File: src/rtl/mult_share_arbiter_if.sv
// Bundle of the request, multiplier and response signals of mult_share_arbiter.
//   req_*  : per-requester valid/ready handshake with packed operands (requester i at
//            [i*DATA_W +: DATA_W])
//   mul_*  : start/enable/done handshake to one shared sequential multiplier
//   rsp_*  : valid/ready response carrying requester id, product and timeout flag
//   busy   : arbiter is not idle
// slave is the arbiter's view; master is the surrounding system's view.
interface mult_share_arbiter_if #(
  parameter int unsigned N      = 4,
  parameter int unsigned DATA_W = 16,
  parameter int unsigned ID_W   = 2
);
  logic [N-1:0]        req_valid;
  logic [N-1:0]        req_ready;
  logic [N*DATA_W-1:0] req_a;
  logic [N*DATA_W-1:0] req_b;
  logic                mul_start;
  logic                mul_enable;
  logic [DATA_W-1:0]   mul_a;
  logic [DATA_W-1:0]   mul_b;
  logic                mul_done;
  logic [2*DATA_W-1:0] mul_product;
  logic                rsp_valid;
  logic                rsp_ready;
  logic [ID_W-1:0]     rsp_id;
  logic [2*DATA_W-1:0] rsp_product;
  logic                rsp_err;
  logic                busy;

  modport slave (
    input  req_valid, req_a, req_b, mul_done, mul_product, rsp_ready,
    output req_ready, mul_start, mul_enable, mul_a, mul_b,
           rsp_valid, rsp_id, rsp_product, rsp_err, busy
  );

  modport master (
    output req_valid, req_a, req_b, mul_done, mul_product, rsp_ready,
    input  req_ready, mul_start, mul_enable, mul_a, mul_b,
           rsp_valid, rsp_id, rsp_product, rsp_err, busy
  );
endinterface

File: src/rtl/mult_share_arbiter.sv
// Shares one sequential multiplier between N requesters.
// Round-robin picks a requester in IDLE, latches its operands, pulses mul_start, waits for
// mul_done (bounded by TIMEOUT cycles) and returns the product tagged with the requester id
// through a valid/ready response. A timeout flushes the multiplier (mul_enable low) and
// responds with rsp_err=1 and a zero product.
// Ports:
//   clk    : clock, rising edge
//   rst    : asynchronous active-high reset
//   bus_io : request / multiplier / response bundle (slave view)
module mult_share_arbiter #(
  parameter int unsigned N       = 4,
  parameter int unsigned DATA_W  = 16,
  parameter int unsigned ID_W    = 2,
  parameter int unsigned TIMEOUT = 16
) (
  input logic                  clk,
  input logic                  rst,
  mult_share_arbiter_if.slave  bus_io
);
  localparam int unsigned TimerW = $clog2(TIMEOUT + 1);

  typedef enum logic [2:0] {StIdle, StIssue, StWait, StAbort, StResp} state_e;

  state_e              state_q, state_d;
  logic [ID_W-1:0]     rr_ptr_q, rr_ptr_d;
  logic [TimerW-1:0]   timer_q, timer_d;
  logic [DATA_W-1:0]   mul_a_q, mul_a_d, mul_b_q, mul_b_d;
  logic [ID_W-1:0]     rsp_id_q, rsp_id_d;
  logic [2*DATA_W-1:0] rsp_product_q, rsp_product_d;
  logic                rsp_err_q, rsp_err_d;

  logic [2*N-1:0]      req_dbl;
  logic [N-1:0]        req_rot;
  logic                win_found;
  int unsigned         win_pos;
  logic [ID_W-1:0]     win_idx;
  logic [DATA_W-1:0]   a_sel, b_sel;
  int unsigned         ptr_nxt;

  // Rotate the request vector so bit 0 is the requester at rr_ptr, then take the first set
  // bit; its offset from rr_ptr (mod N) is the winner.
  always_comb begin
    req_dbl   = {bus_io.req_valid, bus_io.req_valid} >> rr_ptr_q;
    req_rot   = req_dbl[N-1:0];
    win_found = 1'b0;
    win_pos   = 0;
    for (int unsigned k = 0; k < N; k++) begin
      if (!win_found && req_rot[k]) begin
        win_found = 1'b1;
        win_pos   = 32'(rr_ptr_q) + k;
      end
    end
    if (win_pos >= N) win_pos = win_pos - N;
    win_idx = ID_W'(win_pos);
  end

  always_comb begin
    a_sel = '0;
    b_sel = '0;
    for (int unsigned i = 0; i < N; i++) begin
      if (win_idx == ID_W'(i)) begin
        a_sel = bus_io.req_a[i*DATA_W +: DATA_W];
        b_sel = bus_io.req_b[i*DATA_W +: DATA_W];
      end
    end
  end

  always_comb begin
    ptr_nxt = 32'(rsp_id_q) + 1;
    if (ptr_nxt >= N) ptr_nxt = 0;
  end

  always_comb begin
    state_d       = state_q;
    rr_ptr_d      = rr_ptr_q;
    timer_d       = timer_q;
    mul_a_d       = mul_a_q;
    mul_b_d       = mul_b_q;
    rsp_id_d      = rsp_id_q;
    rsp_product_d = rsp_product_q;
    rsp_err_d     = rsp_err_q;
    case (state_q)
      StIdle: begin
        if (win_found) begin
          mul_a_d  = a_sel;
          mul_b_d  = b_sel;
          rsp_id_d = win_idx;
          state_d  = StIssue;
        end
      end
      StIssue: begin
        timer_d = '0;
        state_d = StWait;
      end
      StWait: begin
        timer_d = timer_q + 1'b1;
        // done takes priority over a simultaneous timeout
        if (bus_io.mul_done) begin
          rsp_product_d = bus_io.mul_product;
          rsp_err_d     = 1'b0;
          state_d       = StResp;
        end else if (timer_q == TimerW'(TIMEOUT - 1)) begin
          state_d = StAbort;
        end
      end
      StAbort: begin
        rsp_product_d = '0;
        rsp_err_d     = 1'b1;
        state_d       = StResp;
      end
      StResp: begin
        if (bus_io.rsp_ready) begin
          rr_ptr_d = ID_W'(ptr_nxt);
          state_d  = StIdle;
        end
      end
      default: state_d = StIdle;
    endcase
  end

  always_ff @(posedge clk or posedge rst) begin
    if (rst) begin
      state_q       <= StIdle;
      rr_ptr_q      <= '0;
      timer_q       <= '0;
      mul_a_q       <= '0;
      mul_b_q       <= '0;
      rsp_id_q      <= '0;
      rsp_product_q <= '0;
      rsp_err_q     <= 1'b0;
    end else begin
      state_q       <= state_d;
      rr_ptr_q      <= rr_ptr_d;
      timer_q       <= timer_d;
      mul_a_q       <= mul_a_d;
      mul_b_q       <= mul_b_d;
      rsp_id_q      <= rsp_id_d;
      rsp_product_q <= rsp_product_d;
      rsp_err_q     <= rsp_err_d;
    end
  end

  // Grant is combinational; masked by rst so every output reads zero during reset.
  always_comb begin
    for (int unsigned i = 0; i < N; i++) begin
      bus_io.req_ready[i] = !rst && (state_q == StIdle) && win_found && (win_idx == ID_W'(i));
    end
  end

  assign bus_io.mul_start   = (state_q == StIssue);
  assign bus_io.mul_enable  = (state_q == StIssue) || (state_q == StWait);
  assign bus_io.mul_a       = mul_a_q;
  assign bus_io.mul_b       = mul_b_q;
  assign bus_io.rsp_valid   = (state_q == StResp);
  assign bus_io.rsp_id      = rsp_id_q;
  assign bus_io.rsp_product = rsp_product_q;
  assign bus_io.rsp_err     = rsp_err_q;
  assign bus_io.busy        = (state_q != StIdle);
endmodule

File: src/flat_wrapper.sv
// flat-port wrapper written by rule: the top's interface ports become plain ports
module mult_share_arbiter_flat 
#(
  parameter int unsigned N       = 4,
  parameter int unsigned DATA_W  = 16,
  parameter int unsigned ID_W    = 2,
  parameter int unsigned TIMEOUT = 16
)
  (clk, rst, bus_io_req_valid, bus_io_req_a, bus_io_req_b, bus_io_mul_done, bus_io_mul_product, bus_io_rsp_ready, bus_io_req_ready, bus_io_mul_start, bus_io_mul_enable, bus_io_mul_a, bus_io_mul_b, bus_io_rsp_valid, bus_io_rsp_id, bus_io_rsp_product, bus_io_rsp_err, bus_io_busy);
  mult_share_arbiter_if #(.N(N), .DATA_W(DATA_W), .ID_W(ID_W)) bus_io_i ();
  input logic clk;
  input logic rst;
  input wire logic [$bits(bus_io_i.req_valid)-1:0] bus_io_req_valid;
  input wire logic [$bits(bus_io_i.req_a)-1:0] bus_io_req_a;
  input wire logic [$bits(bus_io_i.req_b)-1:0] bus_io_req_b;
  input wire logic [$bits(bus_io_i.mul_done)-1:0] bus_io_mul_done;
  input wire logic [$bits(bus_io_i.mul_product)-1:0] bus_io_mul_product;
  input wire logic [$bits(bus_io_i.rsp_ready)-1:0] bus_io_rsp_ready;
  output wire logic [$bits(bus_io_i.req_ready)-1:0] bus_io_req_ready;
  output wire logic [$bits(bus_io_i.mul_start)-1:0] bus_io_mul_start;
  output wire logic [$bits(bus_io_i.mul_enable)-1:0] bus_io_mul_enable;
  output wire logic [$bits(bus_io_i.mul_a)-1:0] bus_io_mul_a;
  output wire logic [$bits(bus_io_i.mul_b)-1:0] bus_io_mul_b;
  output wire logic [$bits(bus_io_i.rsp_valid)-1:0] bus_io_rsp_valid;
  output wire logic [$bits(bus_io_i.rsp_id)-1:0] bus_io_rsp_id;
  output wire logic [$bits(bus_io_i.rsp_product)-1:0] bus_io_rsp_product;
  output wire logic [$bits(bus_io_i.rsp_err)-1:0] bus_io_rsp_err;
  output wire logic [$bits(bus_io_i.busy)-1:0] bus_io_busy;
  assign bus_io_i.req_valid = bus_io_req_valid;
  assign bus_io_i.req_a = bus_io_req_a;
  assign bus_io_i.req_b = bus_io_req_b;
  assign bus_io_i.mul_done = bus_io_mul_done;
  assign bus_io_i.mul_product = bus_io_mul_product;
  assign bus_io_i.rsp_ready = bus_io_rsp_ready;
  assign bus_io_req_ready = bus_io_i.req_ready;
  assign bus_io_mul_start = bus_io_i.mul_start;
  assign bus_io_mul_enable = bus_io_i.mul_enable;
  assign bus_io_mul_a = bus_io_i.mul_a;
  assign bus_io_mul_b = bus_io_i.mul_b;
  assign bus_io_rsp_valid = bus_io_i.rsp_valid;
  assign bus_io_rsp_id = bus_io_i.rsp_id;
  assign bus_io_rsp_product = bus_io_i.rsp_product;
  assign bus_io_rsp_err = bus_io_i.rsp_err;
  assign bus_io_busy = bus_io_i.busy;
  mult_share_arbiter #(.N(N), .DATA_W(DATA_W), .ID_W(ID_W), .TIMEOUT(TIMEOUT)) u_core (.clk(clk), .rst(rst), .bus_io(bus_io_i));
endmodule
File: config.mk
export PLATFORM = sky130hd
export DESIGN_NAME = mult_share_arbiter_flat
export DESIGN_NICKNAME = d
export VERILOG_FILES = /design/src/rtl/mult_share_arbiter_if.sv /design/src/rtl/mult_share_arbiter.sv /design/src/flat_wrapper.sv
export SDC_FILE = /design/constraint.sdc
export NUM_CORES = 1
export LEC_CHECK = 0
export ABC_AREA = 0
export CORE_MARGIN = 2
export CORE_UTILIZATION = 42
export DETAILED_ROUTE_END_ITERATION = 16
export MAX_ROUTING_LAYER = met4
export PLACE_DENSITY = 0.86
export SLEW_MARGIN = 20
export SYNTH_ARGS = -nofsm -noshare
export SYNTH_HDL_FRONTEND = slang
export SYNTH_SLANG_ARGS = --single-unit
File: constraint.sdc
create_clock -name clk -period 9.25 [get_ports clk]
set_clock_uncertainty 0.1 [all_clocks]
set_input_delay 1.85 -clock clk [delete_from_list [all_inputs] [get_ports clk]]
set_output_delay 1.85 -clock clk [all_outputs]
set_load 0.01 [all_outputs]
# Word-level counts from Yosys, hierarchy flattened
# Index checks and enable logic that the tools add are counted.
# word_totals
in_bits,168
word_cells,80
out_inout_bits,75
regBits,77
# classes
mux,28
n_reduce_logical,23
n_addsub,6
order_cmp,2
n_shift,1
n_eq_ne,12
# op_table
operator,n
16-bit two-way mux,8
32-bit two-way mux,4
32-bit case mux with 2 select lines,1
"32-bit by 3-bit greater-or-equal comparator with 1-bit output, second input constant",1
3-bit case mux with 5 select lines,1
3-bit two-way mux,4
5-bit case mux with 2 select lines,1
1-bit logical AND,9
8-bit by 2-bit right shift with 4-bit output,1
"2-bit by 1-bit adder with 3-bit output, second input constant",2
"2-bit by 2-bit adder with 3-bit output, second input constant",2
"3-bit by 2-bit equality test with 1-bit output, second input constant",2
2-bit two-way mux,3
2-bit AND reduction,3
"5-bit by 1-bit adder with 5-bit output, second input constant",1
"5-bit by 4-bit equality test with 1-bit output, second input constant",1
1-bit two-way mux,5
"2-bit equality test, second input constant",2
1-bit logical NOT,4
"2-bit != test, second input constant",2
2-bit nonzero test,2
"3-bit by 1-bit equality test with 1-bit output, second input constant",1
"3-bit equality test, second input constant",1
"3-bit greater-or-equal comparator, second input constant",1
10 further kinds,10

# Logic depth before layout (Yosys ltp)
# depth
ltp_word,18
mapped_depth,7
ltp_nobuf,6

# Worst setup path after synthesis
# Ideal clock, no wire load.
# synth_path
path_kind,input-to-output
startpoint,input rst
endpoint,output bus_io_req_ready[3]
t_required_ns,7.300
arrival_time_ns,3.877
n_path_buf,0
setup_slack_ns,3.423
stages,2
path_cell_list,inv_1 -> and3_1
# synth_between
elab_chain_len,4
# synth_lines
item,line,rtl
from (decl),flat_wrapper.sv:12,input logic rst;
1-bit logical NOT (no source line),--,
1-bit logical AND (3 in series),mult_share_arbiter.sv:146,bus_io.req_ready[i] = !rst && (state_q == StIdle) && win_found && (win_idx == ID_W'(i));
to (decl),flat_wrapper.sv:19,output wire logic [$bits(bus_io_i.req_ready)-1:0] bus_io_req_ready;
# Every way passes these cells.

# Worst setup path in the final report
# layout_path
startpoint,input bus_io_req_valid[2]
endpoint,output bus_io_req_ready[0]
# layout_between
elab_chain_len,15
elab_cells_between_ends,21
cone_classes,add/sub (1); order compare (1); shift (1); mux (9); reduce/logical (9)
# layout_lines
item,line,rtl
from (decl),flat_wrapper.sv:13,input wire logic [$bits(bus_io_i.req_valid)-1:0] bus_io_req_valid;
8-bit by 2-bit right shift with 4-bit output (*),mult_share_arbiter.sv:43,"req_dbl = {bus_io.req_valid, bus_io.req_valid} >> rr_ptr_q;"
1-bit two-way mux,mult_share_arbiter.sv:48,if (!win_found && req_rot[k]) begin
1-bit logical NOT,mult_share_arbiter.sv:48,
1-bit logical AND,mult_share_arbiter.sv:48,
1-bit two-way mux,mult_share_arbiter.sv:48,
1-bit logical NOT,mult_share_arbiter.sv:48,
1-bit logical AND,mult_share_arbiter.sv:48,
1-bit two-way mux,mult_share_arbiter.sv:48,
1-bit logical NOT,mult_share_arbiter.sv:48,
1-bit logical AND,mult_share_arbiter.sv:48,
32-bit two-way mux,mult_share_arbiter.sv:48,
32-bit by 3-bit greater-or-equal comparator with 1-bit output / 2-bit by 1-bit subtractor with 2-bit output (equally long branches),mult_share_arbiter.sv:53,if (win_pos >= N) win_pos = win_pos - N;
2-bit two-way mux,mult_share_arbiter.sv:53,
2-bit logical NOT,mult_share_arbiter.sv:146,
1-bit logical AND (*),mult_share_arbiter.sv:146,
# Mark *: on every way between the ends. The rest lies on a longest branch, timed or not.

==> results.json <==
{
  "status": "finished, final reports clean",
  "final_layout_size_suffix_gt1_share_pct": 7.492,
  "die_area_sq_um": 10950,
  "cts_num_sinks": 77,
  "maxSlewViolCount": 0,
  "route.antenna.remaining_nets": 0,
  "grt_setup_unrepaired": "no",
  "tritoncts": "done",
  "drt_first_pass_iters": 6,
  "worst-r2r-cell-count": 7,
  "proportion_of_netlist_area_held_by_the_largest_area_contributor_pct": 45.29,
  "numCtsBuffers": 9,
  "syn-mean-instance-area_sq_um": 10.15,
  "total_power_uw": 1928,
  "worst_hold_path.endpoint": "u_core.bus_io.rsp_product[12]$_DFFE_PP0P_",
  "placement.setup.worst_slack_ns": 3.120,
  "seq_area_frac_synth_pct": 45.29,
  "crit_arrival_ns": 4.21,
  "synth_most_common_cell": "sky130_fd_sc_hd__nand2_1",
  "cts.reportedPaths.clkPinSlew_ns": 0.07,
  "finalWorstSetupSlack_ns": 3.089,
  "layout-area-overhead-vs-synth_pct": 62.94,
  "number_of_levels_the_h_tree_was_split_into": 3,
  "synth-seq-cells": 77,
  "max_slew.worst_pin.slew_ns": 0.9607,
  "routed_wire_length_per_instance_microns": 17.51,
  "setup_tns_ns": 0,
  "place.port_buffers": 242,
  "initial_antenna_violation_count": 3,
  "synthFlopType": "sky130_fd_sc_hd__dfrtp_1",
  "timing.reg2reg.setup_slack_ns": 6.44,
  "critical_path.top_delay_family": "buffers and inverters",
  "critical_register_to_register_path_endpoint": "u_core.bus_io.mul_a[15]$_DFFE_PP0P_",
  "power.density_cell_area_nw_per_um2": 278.1,
  "synth_top_cell_by_area": "sky130_fd_sc_hd__dfrtp_1",
  "total_leakage_power_uw": 0.002924,
  "finish.net_count": 820,
  "floorplan.core_area_sq_um": 9819,
  "power_switching_share_pct": 39.34,
  "startpoint_type": "input port",
  "hold_path.class": "flip-flop to flip-flop",
  "synthTopCellsByArea": "sky130_fd_sc_hd__dfrtp_1, sky130_fd_sc_hd__mux2i_1, sky130_fd_sc_hd__nand2_1",
  "drcViolationCount": 0,
  "power_frac_comb_pct": 56.4,
  "ys_types": 42,
  "final_core_utilization_pct": 70.59,
  "yosys_warnings": 0,
  "grt_start_max_net_pins": 79,
  "place.gp.congestion": 0.8605,
  "overflow": 0,
  "dp_hpwl_microns": 10620,
  "total_switching_power_uw": 758.3,
  "timing.critical_path.slowest_cell_delay_ns": 0.56,
  "timing.hold.worst_path_depth": 2,
  "ctsHoldBuffers": 0,
  "die_width_microns": 104.6,
  "crit_top_cell": "sky130_fd_sc_hd__clkdlybuf4s50_1",
  "timing.critical_path.slowest_stage_cell": "sky130_fd_sc_hd__clkdlybuf4s50_1",
  "regToRegStartpoint": "u_core.rr_ptr_q[1]$_DFFE_PP0P_",
  "wl_microns": 13830,
  "async_reset_ff_share_pct": 100.0,
  "wire_length_of_the_first_global_routing_pass_microns": 22200,
  "gr-usage-all-layers_pct": 25.98,
  "synthesis.instances": 419,
  "clock_power_share_pct": 13.0,
  "vias_per_cell": 5.182,
  "max_cap_viol_count": 0,
  "slew_headroom_pct": 35.95,
  "initial_utilization_pct": 43.32,
  "fin_area_sq_um": 6932,
  "row_count": 36,
  "power.internal_uw": 1169,
  "clock.fmax_mhz": 162.3,
  "grt_pass1_vias": 4293,
  "ir_worst_vdd_uv": 152.3,
  "pwr-share-seq_pct": 30.6,
  "final-setup-viol-count": 0,
  "cts_post_setup_buffers_inserted": 0,
  "filler_cell_count": 782,
  "min_period_ns": 6.161,
  "worst_path_required_ns": 7.30,
  "crit_fanout": 34,
  "drtIter0Drc": 177,
  "worst_skew_pair.late_latency_ns": 0.34,
  "fp.dieH_microns": 104.6,
  "critical_path.endpoint_type": "output pin",
  "timing.final.crit_share_pct": 66.61,
  "vias": 4094,
  "critPathKind": "input port to output pin",
  "dpl-instance-area_sq_um": 6731,
  "holdCritStartpoint": "u_core.bus_io.rsp_product[12]$_DFFE_PP0P_",
  "netlist_top_cells_count": "sky130_fd_sc_hd__nand2_1, sky130_fd_sc_hd__dfrtp_1, sky130_fd_sc_hd__mux2i_1",
  "syn_std_cell_area_sq_um": 4254,
  "timing_hold_violations_final": 0,
  "synth-edff-count": 0,
  "worstPathCellList": "clkdlybuf4s50_1 > nor2b_1 > a311oi_1 > o21ai_4 > buf_4 > nor3_1 > clkdlybuf4s50_1",
  "resize_count_post_cts": 0,
  "timing.critical_path.buf_inv": 3,
  "cts-root-to-sink-buffers": 2,
  "root_buffer_cell": "sky130_fd_sc_hd__clkbuf_8",
  "syn-num-nets": 590,
  "top_level_ports": 243
}
[kinds of logic (layout without fill, tap and decap cells)]
family | count (synthesis) | in the layout | share of synthesized area (%)
simple gates | 148 | 148 | 17.00
compound gates | 88 | 88 | 16.24
flops | 77 | 77 | 45.29
mux | 66 | 66 | 15.56
buf+inv | 37 | 272 | 5.029
fa+ha+maj | 3 | 3 | 0.8824
other cells | 0 | 3 | 0
[per-layer routing]
| layer | vias up | GRT usage [%] | wire, microns |
|---|---|---|---|
| li1 | 1946 | - | - |
| met5 | - | - | 0 |
| met2 | 168 | 44.02 | 7025 |
| met1 | 1955 | 28.64 | 5390 |
| met3 | 25 | 7.798 | 1050 |
| met4 | 0 | 10.57 | 365 |
[per-stage QoR]
stage,hold slack [ns],instances
after floorplan,0.3495,419
after global placement,0.3654,771
after detailed placement,0.3709,771
after CTS,0.3907,787
after global routing,0.4022,790
final,0.3851,790
[area by class of cell]
class                           instances  area, sq um  area share, %
Multi-Input combinational cell        305         2132          30.76
Timing Repair Buffer                  250         2482          35.81
Inverter                                6        23.77         0.3430
Clock buffer                           11        131.4          1.895
Tap cell                              133        166.4          2.401
Clock inverter                          5        61.31         0.8845
Antenna cell                            3        7.507         0.1083
Sequential cell                        77         1927          27.80
[tightest hold or removal path, cell delays in order (launching register included)]
cell,delay [ns]
sky130_fd_sc_hd__dfrtp_1,0.35
sky130_fd_sc_hd__nand2_1,0.05
sky130_fd_sc_hd__o21ai_0,0.06
[power by group through the flow]
stage	registers, uW	logic [uW]	clock network [uW]
floorplan	629	578	0
global placement	588	1060	0
detailed placement	592	1100	0
CTS	590	1100	254
global route	607	1180	270
finish	590	1090	251
[flip-flops by register name, indices dropped and copies added, names as in the netlist]
signal	flops
u_core.bus_io.rsp_err	1
u_core.bus_io.mul_a	16
u_core.timer_q	5
u_core.bus_io.mul_b	16
u_core.state_q	3
u_core.bus_io.rsp_product	32
u_core.bus_io.rsp_id	2
u_core.rr_ptr_q	2
[cell usage in the layout (no fill, tap or decap), drive strengths merged]
cell,count
clkinvlp,3
a21oi,6
mux2,1
buf,8
inv,5
nor3b,2
a22o,1
a2bb2oi,1
o31ai,2
bufinv,1
ha,3
clkbuf,11
nand4,1
clkdlybuf4s50,242
dfrtp,77
a31oi,1
a21o,1
o221ai,31
clkinv,2
nor3,4
or3,1
or2,2
a41oi,1
o21ai,42
nor4,1
nand2,84
mux2i,65
nor4b,1
nand3b,1
nor2b,3
a211oi,1
nand2b,36
diode,3
nor2,10
and3,2
a311oi,1
[worst max-delay path by stage]
stage	from	depth (start not counted)	slack [ns]	to
global placement	bus_io_req_valid[0]	8	3.19	bus_io_req_ready[3]
global route	bus_io_req_valid[2]	7	2.96	bus_io_req_ready[0]
finish	bus_io_req_valid[2]	7	3.09	bus_io_req_ready[0]
detailed placement	bus_io_req_valid[2]	7	3.12	bus_io_req_ready[0]
floorplan	rst	2	3.42	bus_io_req_ready[3]
CTS	bus_io_req_valid[2]	7	3.11	bus_io_req_ready[0]
(Power assumes the default switching activity.)
